## config.mk

```make
export PLATFORM = sky130hd
export DESIGN_NAME = acc_req_queue
export DESIGN_NICKNAME = d
export VERILOG_FILES = /design/src/rtl/acc_req_queue.sv
export SDC_FILE = /design/constraint.sdc
export NUM_CORES = 1
export LEC_CHECK = 0
export CAP_MARGIN = 20
export CORE_MARGIN = 10
export CORE_UTILIZATION = 45
export CTS_CLUSTER_DIAMETER = 120
export DETAILED_ROUTE_END_ITERATION = 10
export PLACE_DENSITY = 0.71
export REMOVE_ABC_BUFFERS = 1
export SYNTH_ARGS = -nofsm -noshare
export SYNTH_HDL_FRONTEND = slang
export SYNTH_SLANG_ARGS = --single-unit
```

## constraint.sdc

```tcl
create_clock -name clk -period 5.2 [get_ports clk]
set_input_delay 1.3 -clock clk [delete_from_list [all_inputs] [get_ports clk]]
set_output_delay 1.3 -clock clk [all_outputs]
set_load 0.05 [all_outputs]
```

## src/rtl/acc_req_queue.sv

```systemverilog
// Per-core buffer of pending accumulate requests: one FIFO per shared accumulator, each head
// offered to the parent arbiter together with the global-counter stamp captured at enqueue.
module acc_req_queue #(
   parameter  int N_ACC    = 3,
   parameter  int DEPTH    = 4,
   parameter  int GC_WIDTH = 8,
   localparam int AW       = (N_ACC > 1) ? $clog2(N_ACC) : 1,
   localparam int PW       = $clog2(DEPTH),
   localparam int CW       = $clog2(DEPTH) + 1
) (
   input  logic                clk,
   input  logic                reset,
   input  logic                enq_valid,
   input  logic [AW-1:0]       enq_acc,
   input  logic [31:0]         enq_data,
   input  logic [GC_WIDTH-1:0] gc,
   output logic                enq_ready,
   output logic [N_ACC-1:0]    acc_req_valid,
   input  logic [N_ACC-1:0]    acc_req_ready,
   output logic [31:0]         acc_data [N_ACC],
   output logic [GC_WIDTH-1:0] gc_stamp [N_ACC],
   output logic                empty,
   output logic [CW-1:0]       count [N_ACC]
);

   // Handshakes: a transfer happens on a rising edge where valid and ready are both high.
   // valid never depends on ready; enq_ready depends only on enq_acc and registered occupancy,
   // so a full FIFO refuses an enqueue even in a cycle where its head is being accepted.

   logic [N_ACC-1:0] enq_hit;
   logic [N_ACC-1:0] full;
   logic [N_ACC-1:0] enq_fire;
   logic [N_ACC-1:0] deq_fire;

   always_comb begin
      enq_hit  = '0;
      full     = '0;
      enq_fire = '0;
      deq_fire = '0;
      for (int i = 0; i < N_ACC; i++) begin
         enq_hit[i]  = (enq_acc == AW'(i));
         full[i]     = (count[i] == CW'(DEPTH));
         enq_fire[i] = enq_valid && enq_hit[i] && !full[i];
         deq_fire[i] = acc_req_valid[i] && acc_req_ready[i];
      end
   end

   // An out-of-range enq_acc matches no FIFO, so it is never ready and changes nothing.
   assign enq_ready = |(enq_hit & ~full);
   assign empty     = ~|acc_req_valid;

   for (genvar g = 0; g < N_ACC; g++) begin : g_fifo
      logic [31:0]         data_mem  [DEPTH];
      logic [GC_WIDTH-1:0] stamp_mem [DEPTH];
      logic [PW-1:0]       wr_ptr;
      logic [PW-1:0]       rd_ptr;
      logic [CW-1:0]       cnt;

      always_ff @(posedge clk or posedge reset) begin
         if (reset) begin
            wr_ptr <= '0;
            rd_ptr <= '0;
            cnt    <= '0;
         end else begin
            if (enq_fire[g]) wr_ptr <= wr_ptr + PW'(1);
            if (deq_fire[g]) rd_ptr <= rd_ptr + PW'(1);
            case ({enq_fire[g], deq_fire[g]})
               2'b10:   cnt <= cnt + CW'(1);
               2'b01:   cnt <= cnt - CW'(1);
               default: cnt <= cnt;
            endcase
         end
      end

      // Storage carries no reset; the output gating below hides stale contents.
      always_ff @(posedge clk) begin
         if (enq_fire[g]) begin
            data_mem[wr_ptr]  <= enq_data;
            stamp_mem[wr_ptr] <= gc;
         end
      end

      assign count[g]         = cnt;
      assign acc_req_valid[g] = (cnt != '0);
      assign acc_data[g]      = acc_req_valid[g] ? data_mem[rd_ptr]  : '0;
      assign gc_stamp[g]      = acc_req_valid[g] ? stamp_mem[rd_ptr] : '0;
   end

endmodule

```

==> results.json, run 1 <==
{
  "cp.depth": 3,
  "drive_gt1_share_pct": 20.9,
  "drt_iter0_drc": 869,
  "wirelength_um": 43100,
  "reg2reg_slack_ps": 2500,
  "synth_most_common_cell": "edfxtp_1",
  "root_buffer": "clkbuf_16",
  "path_buf_inv": 1,
  "final_nets": 1167,
  "timing.hold.ws_ps": 527,
  "ys.flop_type": "edfxtp_1",
  "cts.reportedPaths.clkPinSlew_ps": 60,
  "clk_path_buf_depth": 3,
  "remaining_drc_errors": 0,
  "ir_worst_vdd_mv": 0.485,
  "setup_viol": 0,
  "routedWlPerCell_um": 25.0,
  "min-delay-start": "g_fifo[0].cnt[2]$_DFFE_PP0P_",
  "antenna_found_initial": 2,
  "core_sq_um": 43100,
  "ys_warn_count": 0,
  "hpwl_um": 26200,
  "cts_htree_levels": 2,
  "cts_setup_buffers": 0,
  "fin_ws_ps": 729,
  "final_cells": 1725,
  "crit_slowest_cell": "dfrtp_4",
  "crit_chain": "mux4_1 -> and2_1 -> clkdlybuf4s50_1",
  "synth_cell_type_count": 28,
  "timing.rr.end": "g_fifo[0].cnt[2]$_DFFE_PP0P_",
  "dr.pass1.iters": 5,
  "worst_setup_path_end_kind": "primary output",
  "synth_top_area_share_pct": 73.7,
  "portBuffers": 181,
  "vias": 9258,
  "grt_overflow": 0,
  "num_io_pins": 182,
  "start_util_pct": 45.4,
  "track_usage_pct": 16.6,
  "critPathMaxStageDelay_ps": 1020,
  "synth.cell_area_sq_um": 19600,
  "fin_tns_setup_ps": 0,
  "hold_violations": 0,
  "postLayoutCellArea_sq_um": 23600,
  "syn_to_final_growth_pct": 20.6,
  "clock_latency_ps": 580,
  "synth_cells": 885,
  "via_per_inst": 5.37,
  "cts_tree": "built",
  "whs_endpoint": "g_fifo[0].cnt[2]$_DFFE_PP0P_",
  "relSlewSlack_pct": 31.2,
  "synthTopCellsByArea": "edfxtp_1 74%, mux4_2 13%, and2_1 4.3%",
  "async_reset_ff_share_pct": 4.19,
  "die_h_um": 229,
  "rows": 76,
  "required_ps": 3900,
  "tightest_slew_ps": 1030,
  "arrival_ps": 3170,
  "place_worst_setup_slack_ps": 720,
  "ys_top_cells_by_count": "480 x edfxtp_1, 136 x and2_1, 116 x mux4_2, 21 x dfrtp_1, 20 x inv_1",
  "rsz0062_at_grt": "no",
  "dpl-instance-area_sq_um": 22100,
  "drtAntennaViolNets": 0,
  "total_power_mw": 14.9,
  "timing.rr.start": "g_fifo[0].cnt[0]$_DFFE_PP0P_",
  "die_w_um": 229,
  "p_leak_nw": 7.67,
  "min_path_cells": 1,
  "grt_max_degree": 45,
  "cts_num_sinks": 501,
  "synth-seq-cells": 501,
  "cts_resized": 0,
  "fin_crit_ps": 4470,
  "ys_seq_area_share_pct": 76.4,
  "place.gp.congestion": 0.743,
  "crit_fanout": 41,
  "critPathKind": "reg -> out",
  "grt_pass1_wl_um": 65200,
  "post-route-period-util_pct": 86.0,
  "power_density_nw_per_um2": 633,
  "numCtsBuffers": 50,
  "place_inst": 1634,
  "cpLargestDelayFamily": "flip-flops",
  "hold_path.class": "reg -> reg",
  "grt_pass1_vias": 9960,
  "startpoint_type": "flip-flop",
  "die_area_sq_um": 52200,
  "synth_area_per_cell_sq_um": 22.1,
  "skew_ps": 13.2,
  "status": "complete, no violations",
  "finish.utilization_pct": 54.8,
  "max_cap_violations": 0,
  "rr_worst_depth": 8,
  "maxSlewViolCount": 0,
  "synth_edf_count": 480,
  "synth_top_area_cell": "edfxtp_1",
  "hold_buffers": 0,
  "fmax_ghz": 0.224
}
report_power, final:
part	leakage (nW)	switching, mW	internal [mW]
logic	2.35	3.97	2.47
clock network	0.750	1.42	1.94
registers	4.57	0.399	4.74
layer usage:
metal,global-route usage (%),share of wire (%)
met1,23.0,43
met2,26.3,48
met3,3.90,6.7
met4,3.69,1.7
met5,0,0.060
registers in the layout, summed over array words and instances (netlist names):
name	flops
g_fifo.data_mem	384
g_fifo.rd_ptr	6
g_fifo.wr_ptr	6
g_fifo.cnt	9
g_fifo.stamp_mem	96
final cells by class:
type                       instances  area (sq um)
clock buffer                      63          1320
tap                              585           732
multi-input combinational        319          4200
inverter                          20          75.1
sequential                       501         15000
clock inverter                    27           203
fill                            3266         19500
antenna                            1          2.50
timing repair buffer             209          2110
cells in the final DEF (no fill, tap or decap), drive strengths merged, types with 2 or more instances in the layout:
| cell | n |
|---|---|
| mux2 | 3 |
| bufinv | 3 |
| or3 | 3 |
| clkinv | 22 |
| and2 | 136 |
| nor2 | 5 |
| xnor2 | 9 |
| clkbuf | 63 |
| ha | 15 |
| clkdlybuf4s50 | 181 |
| buf | 28 |
| xor2 | 9 |
| dfrtp | 21 |
| mux4 | 120 |
| fa | 3 |
| edfxtp | 480 |
| nand3b | 2 |
| inv | 21 |
| a21oi | 2 |
| nand3 | 3 |
| mux2i | 3 |
how the worst max path moves through the flow:
stage,startpoint,endpoint,slack [ps]
2_1_floorplan,g_fifo[2].rd_ptr[0]$_DFFE_PP0P_,acc_data[31],1200
3_3_place_gp,enq_acc[1],enq_ready,700
3_5_place_dp,enq_acc[1],enq_ready,720
4_1_cts,g_fifo[0].rd_ptr[0]$_DFFE_PP0P_,acc_data[95],620
5_1_grt,g_fifo[0].rd_ptr[0]$_DFFE_PP0P_,acc_data[95],540
6_report,g_fifo[0].rd_ptr[0]$_DFFE_PP0P_,acc_data[95],730
kinds of logic after synthesis:
logic type,count (synthesis),share of synthesized area (%)
AO/OA/AOI/OAI,4,0.141
flip-flops,501,76.4
AND/OR/NAND/NOR,153,4.92
buffers and inverters,65,2.28
XOR/XNOR,18,0.806
adder cells (fa/ha/maj),18,1.27
multiplexers,126,14.2
Note: power is estimated with default switching activity, not from simulation.
==> inputs of run 2 (changes only) <==
--- a/config.mk
+++ b/config.mk
@@ -12,6 +12,7 @@
 export DETAILED_ROUTE_END_ITERATION = 10
 export PLACE_DENSITY = 0.71
 export REMOVE_ABC_BUFFERS = 1
+export SKIP_LAST_GASP = 1
 export SYNTH_ARGS = -nofsm -noshare
 export SYNTH_HDL_FRONTEND = slang
 export SYNTH_SLANG_ARGS = --single-unit
==> results of run 2 <==
Final layout, timing and power as in run 1 (identical DEF).
==> inputs of run 3 (changes only) <==
--- a/config.mk
+++ b/config.mk
@@ -6,12 +6,13 @@
 export NUM_CORES = 1
 export LEC_CHECK = 0
 export CAP_MARGIN = 20
-export CORE_MARGIN = 10
+export CORE_MARGIN = 4
 export CORE_UTILIZATION = 45
 export CTS_CLUSTER_DIAMETER = 120
 export DETAILED_ROUTE_END_ITERATION = 10
 export PLACE_DENSITY = 0.71
 export REMOVE_ABC_BUFFERS = 1
+export SETUP_SLACK_MARGIN = 0.15
 export SKIP_LAST_GASP = 1
 export SYNTH_ARGS = -nofsm -noshare
 export SYNTH_HDL_FRONTEND = slang
==> results.json, run 3 (synthesized netlist as in run 1, its figures left out) <==
{
  "critPathMaxStageDelay_ps": 1090,
  "wirelength_um": 42300,
  "cts.reportedPaths.clkPinSlew_ps": 60,
  "hold_path.class": "reg -> reg",
  "seq_area_sq_um": 15000,
  "syn_to_final_growth_pct": 19.7,
  "antenna_found_initial": 4,
  "startpoint_type": "flip-flop",
  "critPathKind": "reg -> out",
  "tightest_slew_ps": 1050,
  "worst_setup_path_end_kind": "primary output",
  "routedWlPerCell_um": 24.8,
  "largest_register": "g_fifo.data_mem",
  "required_ps": 3900,
  "p_comb_share_pct": 42.8,
  "hpwl_um": 22900,
  "intPower_mw": 9.11,
  "fin_tns_setup_ps": 0,
  "final_nets": 1148,
  "track_usage_pct": 18.2,
  "cts_htree_levels": 2,
  "power.net_switching_mw": 5.82,
  "multi_input_area_sq_um": 4210,
  "crit_fanout": 42,
  "largest_reg_flops": 384,
  "cts_num_sinks": 501,
  "maxSlewViolCount": 0,
  "core_sq_um": 43000,
  "place.gp.congestion": 0.712,
  "relSlewSlack_pct": 30.0,
  "clkPwrFrac_pct": 22.5,
  "skew_ps": 22.5,
  "portBuffers": 181,
  "hold_violations": 0,
  "arrival_ps": 3260,
  "fmax_ghz": 0.219,
  "fin_crit_ps": 4560,
  "post-route-period-util_pct": 87.6,
  "rows": 76,
  "cts_resized": 0,
  "power_density_nw_per_um2": 638,
  "rsz0062_at_grt": "no",
  "die_area_sq_um": 46900,
  "die_w_um": 217,
  "ir_worst_vdd_mv": 0.504,
  "top_regs": "g_fifo.data_mem (384), g_fifo.stamp_mem (96), g_fifo.cnt (9)",
  "remaining_drc_errors": 0,
  "drive_gt1_share_pct": 20.1,
  "setup_viol": 0,
  "fillers": 3362,
  "postLayoutCellArea_sq_um": 23400,
  "numCtsBuffers": 50,
  "crit_chain": "mux4_1 -> and2_1 -> clkdlybuf4s50_1",
  "via_per_inst": 5.36,
  "status": "complete, no violations",
  "cts_setup_buffers": 0,
  "vias": 9150,
  "start_util_pct": 45.5,
  "die_h_um": 217,
  "most-common-layout-cells": "480 x edfxtp_1, 181 x clkdlybuf4s50_1, 124 x and2_1",
  "grt_max_degree": 45,
  "p_leak_nw": 7.57,
  "max_cap_violations": 0,
  "drtAntennaViolNets": 0,
  "dpl-instance-area_sq_um": 21900,
  "final_cells": 1708,
  "dr.pass1.iters": 4,
  "num_io_pins": 182,
  "crit_slowest_cell": "dfrtp_4",
  "place_inst": 1615,
  "cts_tree": "built",
  "grt_overflow": 0,
  "root_buffer": "clkbuf_16",
  "grt_pass1_vias": 9732,
  "grt_pass1_wl_um": 63200,
  "sw_frac_of_total_pct": 39.0,
  "seq_power_share_pct": 34.7,
  "final_common_cell": "edfxtp_1",
  "drt_iter0_drc": 675,
  "hold_buffers": 0,
  "clock_latency_ps": 560,
  "clk_path_buf_depth": 3
}
-- run 3: through the flow --
| stage | util (%) | setup slack (ps) | power, mW | hold slack, ps |
|---|---|---|---|---|
| floorplan | - | 1200 | 9.44 | 534 |
| global placement | 50.9 | 714 | 11.7 | 502 |
| detailed placement | 50.9 | 735 | 11.7 | 513 |
| CTS | 54.5 | 545 | 15.1 | 529 |
| global route | 54.5 | 446 | 15.5 | 560 |
| finish | 54.5 | 643 | 14.9 | 521 |
-- run 3: area by class of cell --
type                    count  area share (%)
clock buffers              61            5.65
inverters                  20           0.321
multi-input cells         319            18.0
clock inverters            31           0.898
flip-flops and latches    501            63.9
well taps                 585            3.13
repair buffers            190            8.13
diodes                      1          0.0107
-- run 3: power groups by stage --
stage          Sequential [mW]  Clock [mW]  Combinational [mW]
2_1_floorplan             5.37           0                4.08
3_3_place_gp              5.26           0                6.40
3_5_place_dp              5.29           0                6.46
4_1_cts                   5.21        3.42                6.47
5_1_grt                   5.25        3.61                6.69
6_report                  5.18        3.36                6.38
-- run 3: path summary, 6_finish.rpt --
check | start | slack [ps] | end | depth (start not counted)
min in group asynchronous | reset | 1190 | g_fifo[1].cnt[0]$_DFFE_PP0P_ | 2
max reg2reg | g_fifo[2].cnt[0]$_DFFE_PP0P_ | 2460 | g_fifo[2].cnt[2]$_DFFE_PP0P_ | 8
max in group asynchronous | reset | 3390 | g_fifo[0].rd_ptr[0]$_DFFE_PP0P_ | 2
min reg2reg | g_fifo[0].cnt[2]$_DFFE_PP0P_ | 520 | g_fifo[0].cnt[2]$_DFFE_PP0P_ | 1
max | g_fifo[0].rd_ptr[0]$_DFFE_PP0P_ | 640 | acc_data[95] | 3
min | g_fifo[0].cnt[2]$_DFFE_PP0P_ | 520 | g_fifo[0].cnt[2]$_DFFE_PP0P_ | 1
-- run 3: metal layers --
layer | part of all wire, % | vias to the layer above | global-route usage (%)
li1 | - | 3937 | -
met1 | 45 | 4900 | 26.8
met2 | 47 | 260 | 28.4
met3 | 6.0 | 49 | 3.97
met4 | 1.5 | 4 | 3.80
met5 | 0.052 | - | 0
-- run 3: worst max-delay path: cells and delay by family (launching register included) --
| family | cells | cell delay [ps] |
|---|---|---|
| buffers and inverters | 1 | 700 |
| flip-flops | 1 | 1090 |
| AND/OR/NAND/NOR | 1 | 190 |
| multiplexers | 1 | 710 |
